$ cat config.mk
export PLATFORM = sky130hd
export DESIGN_NAME = rom_reader
export DESIGN_NICKNAME = d
export VERILOG_FILES = /design/src/rtl/rom_pkg.sv /design/src/rtl/rom_reader_wrap_counter.sv /design/src/rtl/rom_reader.sv
export SDC_FILE = /design/constraint.sdc
export NUM_CORES = 1
export LEC_CHECK = 0
export CORE_ASPECT_RATIO = 1.75
export CORE_MARGIN = 2
export CORE_UTILIZATION = 35
export CTS_BUF_LIST = sky130_fd_sc_hd__clkbuf_4 sky130_fd_sc_hd__clkbuf_8 sky130_fd_sc_hd__clkbuf_16
export DETAILED_ROUTE_END_ITERATION = 6
export GPL_TIMING_DRIVEN = 0
export PLACE_DENSITY = 0.72
export SETUP_SLACK_MARGIN = 0.15
export SLEW_MARGIN = 30
export SYNTH_ARGS = -nofsm -noshare
export SYNTH_HDL_FRONTEND = slang
export SYNTH_HIERARCHICAL = 1
export SYNTH_SLANG_ARGS = --single-unit
$ cat constraint.sdc
create_clock -name clk -period 5 [get_ports clk]
set_clock_uncertainty 0.05 [all_clocks]
set_input_delay 1 -clock clk [delete_from_list [all_inputs] [get_ports clk]]
set_output_delay 1 -clock clk [all_outputs]
set_load 0.01 [all_outputs]
$ cat src/rtl/rom_pkg.sv
// Shared definitions for the ROM reader: FSM state encoding and default ROM geometry.
package rom_pkg;

  localparam int AW_DEFAULT = 3;
  localparam int DW_DEFAULT = 4;

  typedef enum logic [1:0] {
    IDLE = 2'd0,
    READ = 2'd1,
    SEND = 2'd2,
    DONE = 2'd3
  } state_e;

endpackage

$ cat src/rtl/rom_reader_wrap_counter.sv
// wrap_counter: loadable AW-bit address counter; increments wrap modulo 2^AW.
module wrap_counter #(
  parameter int AW = 3
) (
  input  logic          clk,
  input  logic          rst_n,
  input  logic          load_i,
  input  logic [AW-1:0] load_val_i,
  input  logic          inc_i,
  output logic [AW-1:0] count_o
);

  logic [AW-1:0] count_q, count_d;

  // Load has priority so a new burst always starts from its own base address.
  always_comb begin
    count_d = count_q;
    if (load_i) begin
      count_d = load_val_i;
    end else if (inc_i) begin
      count_d = count_q + AW'(1);
    end
  end

  always_ff @(posedge clk or negedge rst_n) begin
    if (!rst_n) begin
      count_q <= '0;
    end else begin
      count_q <= count_d;
    end
  end

  assign count_o = count_q;

endmodule

$ cat src/rtl/rom_reader.sv
// rom_reader: bursts consecutive ROM words out over valid/ready.
// Optional running checksum port enabled by defining ROM_READER_CHECKSUM_EN.
module rom_reader
  import rom_pkg::*;
#(
  parameter int AW = AW_DEFAULT,
  parameter int DW = DW_DEFAULT
) (
  input  logic          clk,
  input  logic          rst_n,
  input  logic          start,
  input  logic [AW-1:0] start_addr,
  input  logic [AW:0]   count,
  output logic          busy,
  output logic          done,
  output logic [AW-1:0] rom_addr,
  input  logic [DW-1:0] rom_data,
  output logic          out_valid,
  input  logic          out_ready,
  output logic [DW-1:0] out_data,
  output logic [AW-1:0] out_addr
`ifdef ROM_READER_CHECKSUM_EN
 ,output logic [DW+AW:0] checksum
`endif
);

  state_e        state_q, state_d;
  logic [AW:0]   remaining_q, remaining_d;
  logic [DW-1:0] out_data_q, out_data_d;
  logic [AW-1:0] out_addr_q, out_addr_d;
  logic          out_valid_q, out_valid_d;
  logic          busy_q, busy_d;
  logic          done_q, done_d;
  logic          addr_load, addr_inc;
  logic          handshake;

  assign handshake = out_valid_q && out_ready;

  wrap_counter #(.AW(AW)) u_addr (
    .clk        (clk),
    .rst_n      (rst_n),
    .load_i     (addr_load),
    .load_val_i (start_addr),
    .inc_i      (addr_inc),
    .count_o    (rom_addr)
  );

  always_comb begin
    state_d     = state_q;
    remaining_d = remaining_q;
    out_data_d  = out_data_q;
    out_addr_d  = out_addr_q;
    out_valid_d = out_valid_q;
    addr_load   = 1'b0;
    addr_inc    = 1'b0;
    case (state_q)
      IDLE: begin
        if (start) begin
          if (count != '0) begin
            addr_load   = 1'b1;
            remaining_d = count;
            state_d     = READ;
          end else begin
            state_d = DONE;
          end
        end
      end
      READ: begin
        out_data_d  = rom_data;
        out_addr_d  = rom_addr;
        out_valid_d = 1'b1;
        state_d     = SEND;
      end
      SEND: begin
        if (handshake) begin
          out_valid_d = 1'b0;
          if (remaining_q == (AW+1)'(1)) begin
            state_d = DONE;
          end else begin
            remaining_d = remaining_q - (AW+1)'(1);
            addr_inc    = 1'b1;
            state_d     = READ;
          end
        end
      end
      DONE: begin
        state_d = IDLE;
      end
      default: begin
        state_d = IDLE;
      end
    endcase
    // busy/done are registered copies of the next-state decode, so they stay glitch-free.
    busy_d = (state_d != IDLE);
    done_d = (state_d == DONE);
  end

  always_ff @(posedge clk or negedge rst_n) begin
    if (!rst_n) begin
      state_q     <= IDLE;
      remaining_q <= '0;
      out_data_q  <= '0;
      out_addr_q  <= '0;
      out_valid_q <= 1'b0;
      busy_q      <= 1'b0;
      done_q      <= 1'b0;
    end else begin
      state_q     <= state_d;
      remaining_q <= remaining_d;
      out_data_q  <= out_data_d;
      out_addr_q  <= out_addr_d;
      out_valid_q <= out_valid_d;
      busy_q      <= busy_d;
      done_q      <= done_d;
    end
  end

  assign busy      = busy_q;
  assign done      = done_q;
  assign out_valid = out_valid_q;
  assign out_data  = out_data_q;
  assign out_addr  = out_addr_q;

`ifdef ROM_READER_CHECKSUM_EN
  logic [DW+AW:0] checksum_q, checksum_d;

  // Width DW+AW+1 holds (2^(AW+1)-1) * (2^DW-1), the largest possible burst sum.
  always_comb begin
    checksum_d = checksum_q;
    if (state_q == IDLE && start) begin
      checksum_d = '0;
    end else if (handshake) begin
      checksum_d = checksum_q + {{(AW+1){1'b0}}, out_data_q};
    end
  end

  always_ff @(posedge clk or negedge rst_n) begin
    if (!rst_n) begin
      checksum_q <= '0;
    end else begin
      checksum_q <= checksum_d;
    end
  end

  assign checksum = checksum_q;
`endif

endmodule

==> flow_summary.toml, run 1 <==
[status]
outcome = "completed"

[cts]
cts_tree = "done"
cts_hold_buf = 0
path_clk_slew_ns = 0.07
h-tree-depth = 1
clk_path_buf_depth = 2
cts_buffers = 3
cts_resized = 0
post_cts_buffers = 0
clkLatencyLatePin_ns = 0.26
clkSinkCount = 19
root_buffer = "clkbuf_8"

[global_route]
track_usage = 0.1310
overflow = 0
grt_pass1_vias = 681
grt_pass1_wl_mm = 3.063
antenna_found_initial = 0
grt_max_degree = 20

[placement]
portBuffers = 27
gp_congestion = 0.7471
dpl.cell_count = 137
post_dp_cell_area_um2 = 1259
hpwlAfterDp_mm = 1.361

[detailed_routing]
vias = 722
wl_mm = 1.790
vias_per_cell = 5.121
drt_iter0_drc = 9
drc = 0
routedWlPerCell_um = 12.70
firstDrtPassIters = 2
ant_nets = 0

[timing]
setup_viol = 0
max_freq_ghz = 0.4000
post-route-period-util = 0.5000
finalCriticalPeriod_ns = 2.500
drv_slew = 0
tns_ns = 0
hold_viol = 0
worst_pin_slew_ns = 0.4291
relSlewSlack = 0.7139
grt_setup_unrepaired = "no"

[min_path]
hp-class = "reg2reg"
worstHoldStart = "out_data[0]"

[finish]
fin_cells = 141
layout-drive-gt1-share = 0.1316
design.final.nets = 133
area_growth_pct = 36.17
finalInstanceArea_um2 = 1300
antenna_cells = 0

[worst_setup_path]
path_max_fanout = 7
arrival_ns = 2.65
path_buf_inv = 2
crit_family = "simple AND/OR/NAND/NOR gates"
crit_start = "count[0]"
critPathMaxStageDelay_ns = 0.41
crit_type = "in2reg"
end_kind = "flop"
critPathRequiredTime_ns = 5.15
worst_setup_path_start_kind = "input pin"
cp_slowest_cell = "clkdlybuf4s50_1"
reg2reg_from = "remaining_q[1]"
path_cells = "clkdlybuf4s50_1, nor4_1, or3_4, inv_1, nor4bb_1, a221o_1"

[logic_synthesis]
syn-num-nets = 101
syn_area_per_cell_um2 = 11.50
synth-seq-area-share = 0.4980
yosys-top-cells-count = "dfrtp_1 (19), inv_1 (7), mux2_1 (7), nor2_1 (6), o21ai_0 (5)"
yosys.area_share.simple = 0.1822
syn-cell-area_um2 = 954.7
synth.distinct_cells = 28
ys.flop_type = "dfrtp_1"
synth_xor_area_frac = 0.009174
synth-compound-area-share = 0.1245
synth_area_leaders = "dfrtp_1 (50%), mux2_1 (8.3%), ha_1 (3.9%), mux2i_1 (3.1%), a2bb2oi_2 (3.1%)"
synth_area_leader_cell = "dfrtp_1"
synth_edf_count = 0
yosysTopAreaCellShare = 0.4980
synth_fa_ha_area_frac = 0.03932
synthMostInstantiatedCell = "dfrtp_1"
synthMuxAreaShare = 0.1140
syn_inst = 83
synth_seq_cells = 19
synthArstFlopShare = 1.000
synth_top_family_by_area = "simple AND/OR/NAND/NOR gates"
ys_warn_count = 6

[floorplan]
fp.dieH_um = 73.09
fp.coreArea_um2 = 2659
fp-row-count = 25
dieArea_um2 = 3178
initial_core_util = 0.3591
fp.dieW_um = 43.48
io_pins = 28

[job]
cap_violations = 0

[pwr]
p_leak_nw = 0.5736
peakVddDrop_mv = 0.2733
power_density_nw_per_um2 = 600.5
final cells by class:
type | count | area, µm²
Clock inverter | 1 | 5.005
Fill cell | 247 | 1359
Tap cell | 27 | 33.78
Multi-Input combinational cell | 56 | 447.9
Timing Repair Buffer | 27 | 265.3
Buffer | 1 | 5.005
Inverter | 7 | 26.28
Sequential cell | 19 | 475.5
Clock buffer | 3 | 41.29
metrics by stage:
step / util / total power (W) / worst slack (ns) / hold WS [ns]
after global routing: 0.4889 / 0.0008462 / 2.395 / 0.4501
after floorplan: - / 0.0005203 / 2.871 / 0.4636
after detailed placement: 0.4734 / 0.0006814 / 2.241 / 0.4251
after CTS: 0.4908 / 0.0007911 / 2.507 / 0.4412
after global placement: 0.4734 / 0.0006658 / 2.249 / 0.4156
final: 0.4889 / 0.0007806 / 2.500 / 0.4342
cells by family (layout without fill, tap and decap cells):
kind of cell	after synthesis	in the layout
simple gates	26	26
flops	19	19
compound gates	16	16
mux	10	10
buf+inv	8	39
fa+ha+maj	3	3
xor+xnor	1	1
layout by cell type, fill, tap and decap left out, types with 2 or more instances in the layout:
cell	netlist	final
clkdlybuf4s50_1	0	26
dfrtp_1	19	19
inv_1	7	7
mux2_1	7	7
nor2_1	6	6
o21ai_0	5	5
a21oi_1	4	4
nand3_1	4	4
nand2_1	4	4
mux2i_1	3	3
ha_1	3	3
clkbuf_8	0	3
nor2b_1	2	2
buf_2	1	2
a21oi_2	2	2
a2bb2oi_2	2	2
path summary, 6_finish.rpt:
check	cells after the start	end	slack, ns
min reg2reg	1	out_data[0]	0.43
max reg2reg	7	u_addr/count_o[2]	3.14
max in group asynchronous	1	remaining_q[2]	3.98
max	6	u_addr/count_o[2]	2.50
min in group asynchronous	1	u_addr/count_o[2]	0.62
min	1	out_data[0]	0.43
where the power goes:
part	internal, W	switching, W	total, W
Clock	0.0000555	0.0000518	0.000107
Sequential	0.000230	0.0000637	0.000294
Combinational	0.000217	0.000163	0.000379
Total	0.000502	0.000278	0.000781
state kept, by name, indices dropped and copies added (netlist names):
| signal | cells |
|---|---|
| busy | 1 |
| u_addr/count_o | 3 |
| state_q | 2 |
| remaining_q | 4 |
| out_addr | 3 |
| out_data | 4 |
| done | 1 |
| out_valid | 1 |
routing by layer:
layer,part of all wire,vias up,GRT usage
met1,0.40,343,0.1580
met3,0.045,5,0.02228
met4,0.029,0,0.08081
met5,0,-,0
met2,0.53,23,0.2123
li1,-,351,-
(Power assumes the default switching activity.)
==> run 2, diff against run 1 <==
clock period = 2.38 ns   (was 5 ns; I/O delays follow)
==> results of run 2 <==
The final DEF is identical to that of run 1. Status: completed.
Among the figures that moved: setup slack after placement 2.241 ns -> 0.1454 ns; setup slack after layout 2.500 ns -> 0.4041 ns; hold slack 0.4342 ns -> 0.09595 ns; register-to-register setup slack 3.14 ns -> 0.52 ns; total power 0.0007806 W -> 0.001640 W; worst IR drop on VDD 0.2733 mV -> 0.5742 mV
==> run 3, diff against run 2 <==
clock period = 2.04 ns   (was 2.38 ns; I/O delays follow)
==> run 3 against run 2 <==
Net effect:
- sequential share of layout area fell by 0.38 points
- register-to-register slack worse by 0.25 ns
- wire length increased by 1.7%
- final area grew 1.1%
- largest power group unchanged
- global-route usage did not move
- critical path depth did not move
- non-clock buffer count up 1
- total power increased by 17%
- first-iteration DRC count is 22% lower
- worst hold slack got worse by 0.068 ns
==> flow_summary.toml, run 3 (synthesis gave the netlist of run 1 again) <==
[cts]
cts_buffers = 3
h-tree-depth = 1
clkSinkCount = 19
cts_hold_buf = 0
root_buffer = "clkbuf_8"
clkLatencyLatePin_ns = 0.26
clk_path_buf_depth = 2
path_clk_slew_ns = 0.07
cts_tree = "done"

[finish]
multi_input_comb_area_um2 = 454.2
layout_common_cells = "clkdlybuf4s50_1 (26), dfrtp_1 (19), mux2_1 (7)"
design.final.nets = 134
antenna_cells = 0
mostFrequentLayoutCell = "clkdlybuf4s50_1"
seqCellArea_um2 = 475.5
area_growth_pct = 37.61
finalInstanceArea_um2 = 1314
layout-drive-gt1-share = 0.1652
fill_cells = 244

[floorplan]
dieArea_um2 = 3178
fp.dieH_um = 73.09
fp-row-count = 25
fp.dieW_um = 43.48
io_pins = 28
initial_core_util = 0.3591
fp.coreArea_um2 = 2659

[timing]
tns_ns = 0
max_freq_ghz = 0.5586
finalCriticalPeriod_ns = 1.790
timing.final.ws_setup_ns = 0.2500
setup_viol = 0
post-route-period-util = 0.8775
relSlewSlack = 0.7134
whs_ns = 0.02841
hold_viol = 0
worst_pin_slew_ns = 0.4299
grt_setup_unrepaired = "no"
drv_slew = 0

[pwr]
power_w = 0.001924
peakVddDrop_mv = 0.6728
power_density_nw_per_um2 = 1464
p_leak_nw = 0.5740

[global_route]
grt_max_degree = 20
overflow = 0
antenna_found_initial = 0
grt_pass1_wl_mm = 3.056
track_usage = 0.1310
grt_pass1_vias = 677

[job]
cap_violations = 0

[placement]
portBuffers = 27
post_dp_cell_area_um2 = 1259
hpwlAfterDp_mm = 1.361
gp_congestion = 0.7471
place_ws_ns = -0.1266

[status]
outcome = "completed"

[detailed_routing]
drc = 0
firstDrtPassIters = 3
vias_per_cell = 5.113
vias = 726
drt_iter0_drc = 7
wl_mm = 1.820
routedWlPerCell_um = 12.82
ant_nets = 0

[worst_setup_path]
critPathRequiredTime_ns = 2.13
path_cells = "clkdlybuf4s50_1, nor4_2, or3_4, inv_2, nor2b_1, a221o_1"
crit_family = "buffers and inverters"
path_buf_inv = 2
critPathMaxStageDelay_ns = 0.50
path_max_fanout = 7
arrival_ns = 1.88
worst_setup_path_start_kind = "input pin"
crit_type = "in2reg"
end_kind = "flop"
cp_slowest_cell = "clkdlybuf4s50_1"

[min_path]
hp-class = "in2async"
[run 3: area by class of cell]
| class | count | share of cell area |
|---|---|---|
| Multi-Input combinational cell | 56 | 0.3457 |
| Sequential cell | 19 | 0.3619 |
| Buffer | 1 | 0.003810 |
| Timing Repair Buffer | 28 | 0.2076 |
| Clock buffer | 3 | 0.03143 |
| Tap cell | 27 | 0.02571 |
| Inverter | 7 | 0.02000 |
| Clock inverter | 1 | 0.003810 |
[run 3: worst paths after layout]
check	startpoint	end	slack [ns]	cells after the start
max	count[2]	u_addr/count_o[2]	0.25	6
min	rst_n	u_addr/count_o[2]	0.03	1
max reg2reg	remaining_q[1]	u_addr/count_o[2]	0.27	7
min reg2reg	out_data[0]	out_data[0]	0.43	1
max in group asynchronous	rst_n	remaining_q[2]	1.61	1
min in group clk	out_data[0]	out_data[0]	0.43	1
[run 3: per-layer routing]
| metal | up-vias | routed length, µm | part of all wire | global-route usage |
|---|---|---|---|---|
| met5 | - | 0 | 0 | 0 |
| li1 | 352 | - | - | - |
| met2 | 23 | 964 | 0.53 | 0.2123 |
| met4 | 0 | 52 | 0.029 | 0.08081 |
| met3 | 5 | 81 | 0.045 | 0.02228 |
| met1 | 346 | 722 | 0.40 | 0.1580 |
[run 3: what timing repair did]
action | 4_1_cts | 5_1_grt
setup buffers | 0 | 1
setup endpoints to repair | 1 | 1
hold endpoints to repair | 0 | 0
resized for setup | 1 | 2
[run 3: stage by stage]
| step | utilization | instances |
|---|---|---|
| 4_1_cts | 0.4932 | 141 |
| 2_1_floorplan | - | 83 |
| 6_report | 0.4941 | 142 |
| 3_5_place_dp | 0.4734 | 137 |
| 5_1_grt | 0.4941 | 142 |
| 3_3_place_gp | 0.4734 | 137 |
[run 3: power by group]
part | internal [W] | leakage (nW) | switching (W)
Clock | 0.000136 | 0.0255 | 0.000127
Sequential | 0.000564 | 0.229 | 0.000158
Combinational | 0.000537 | 0.320 | 0.000402
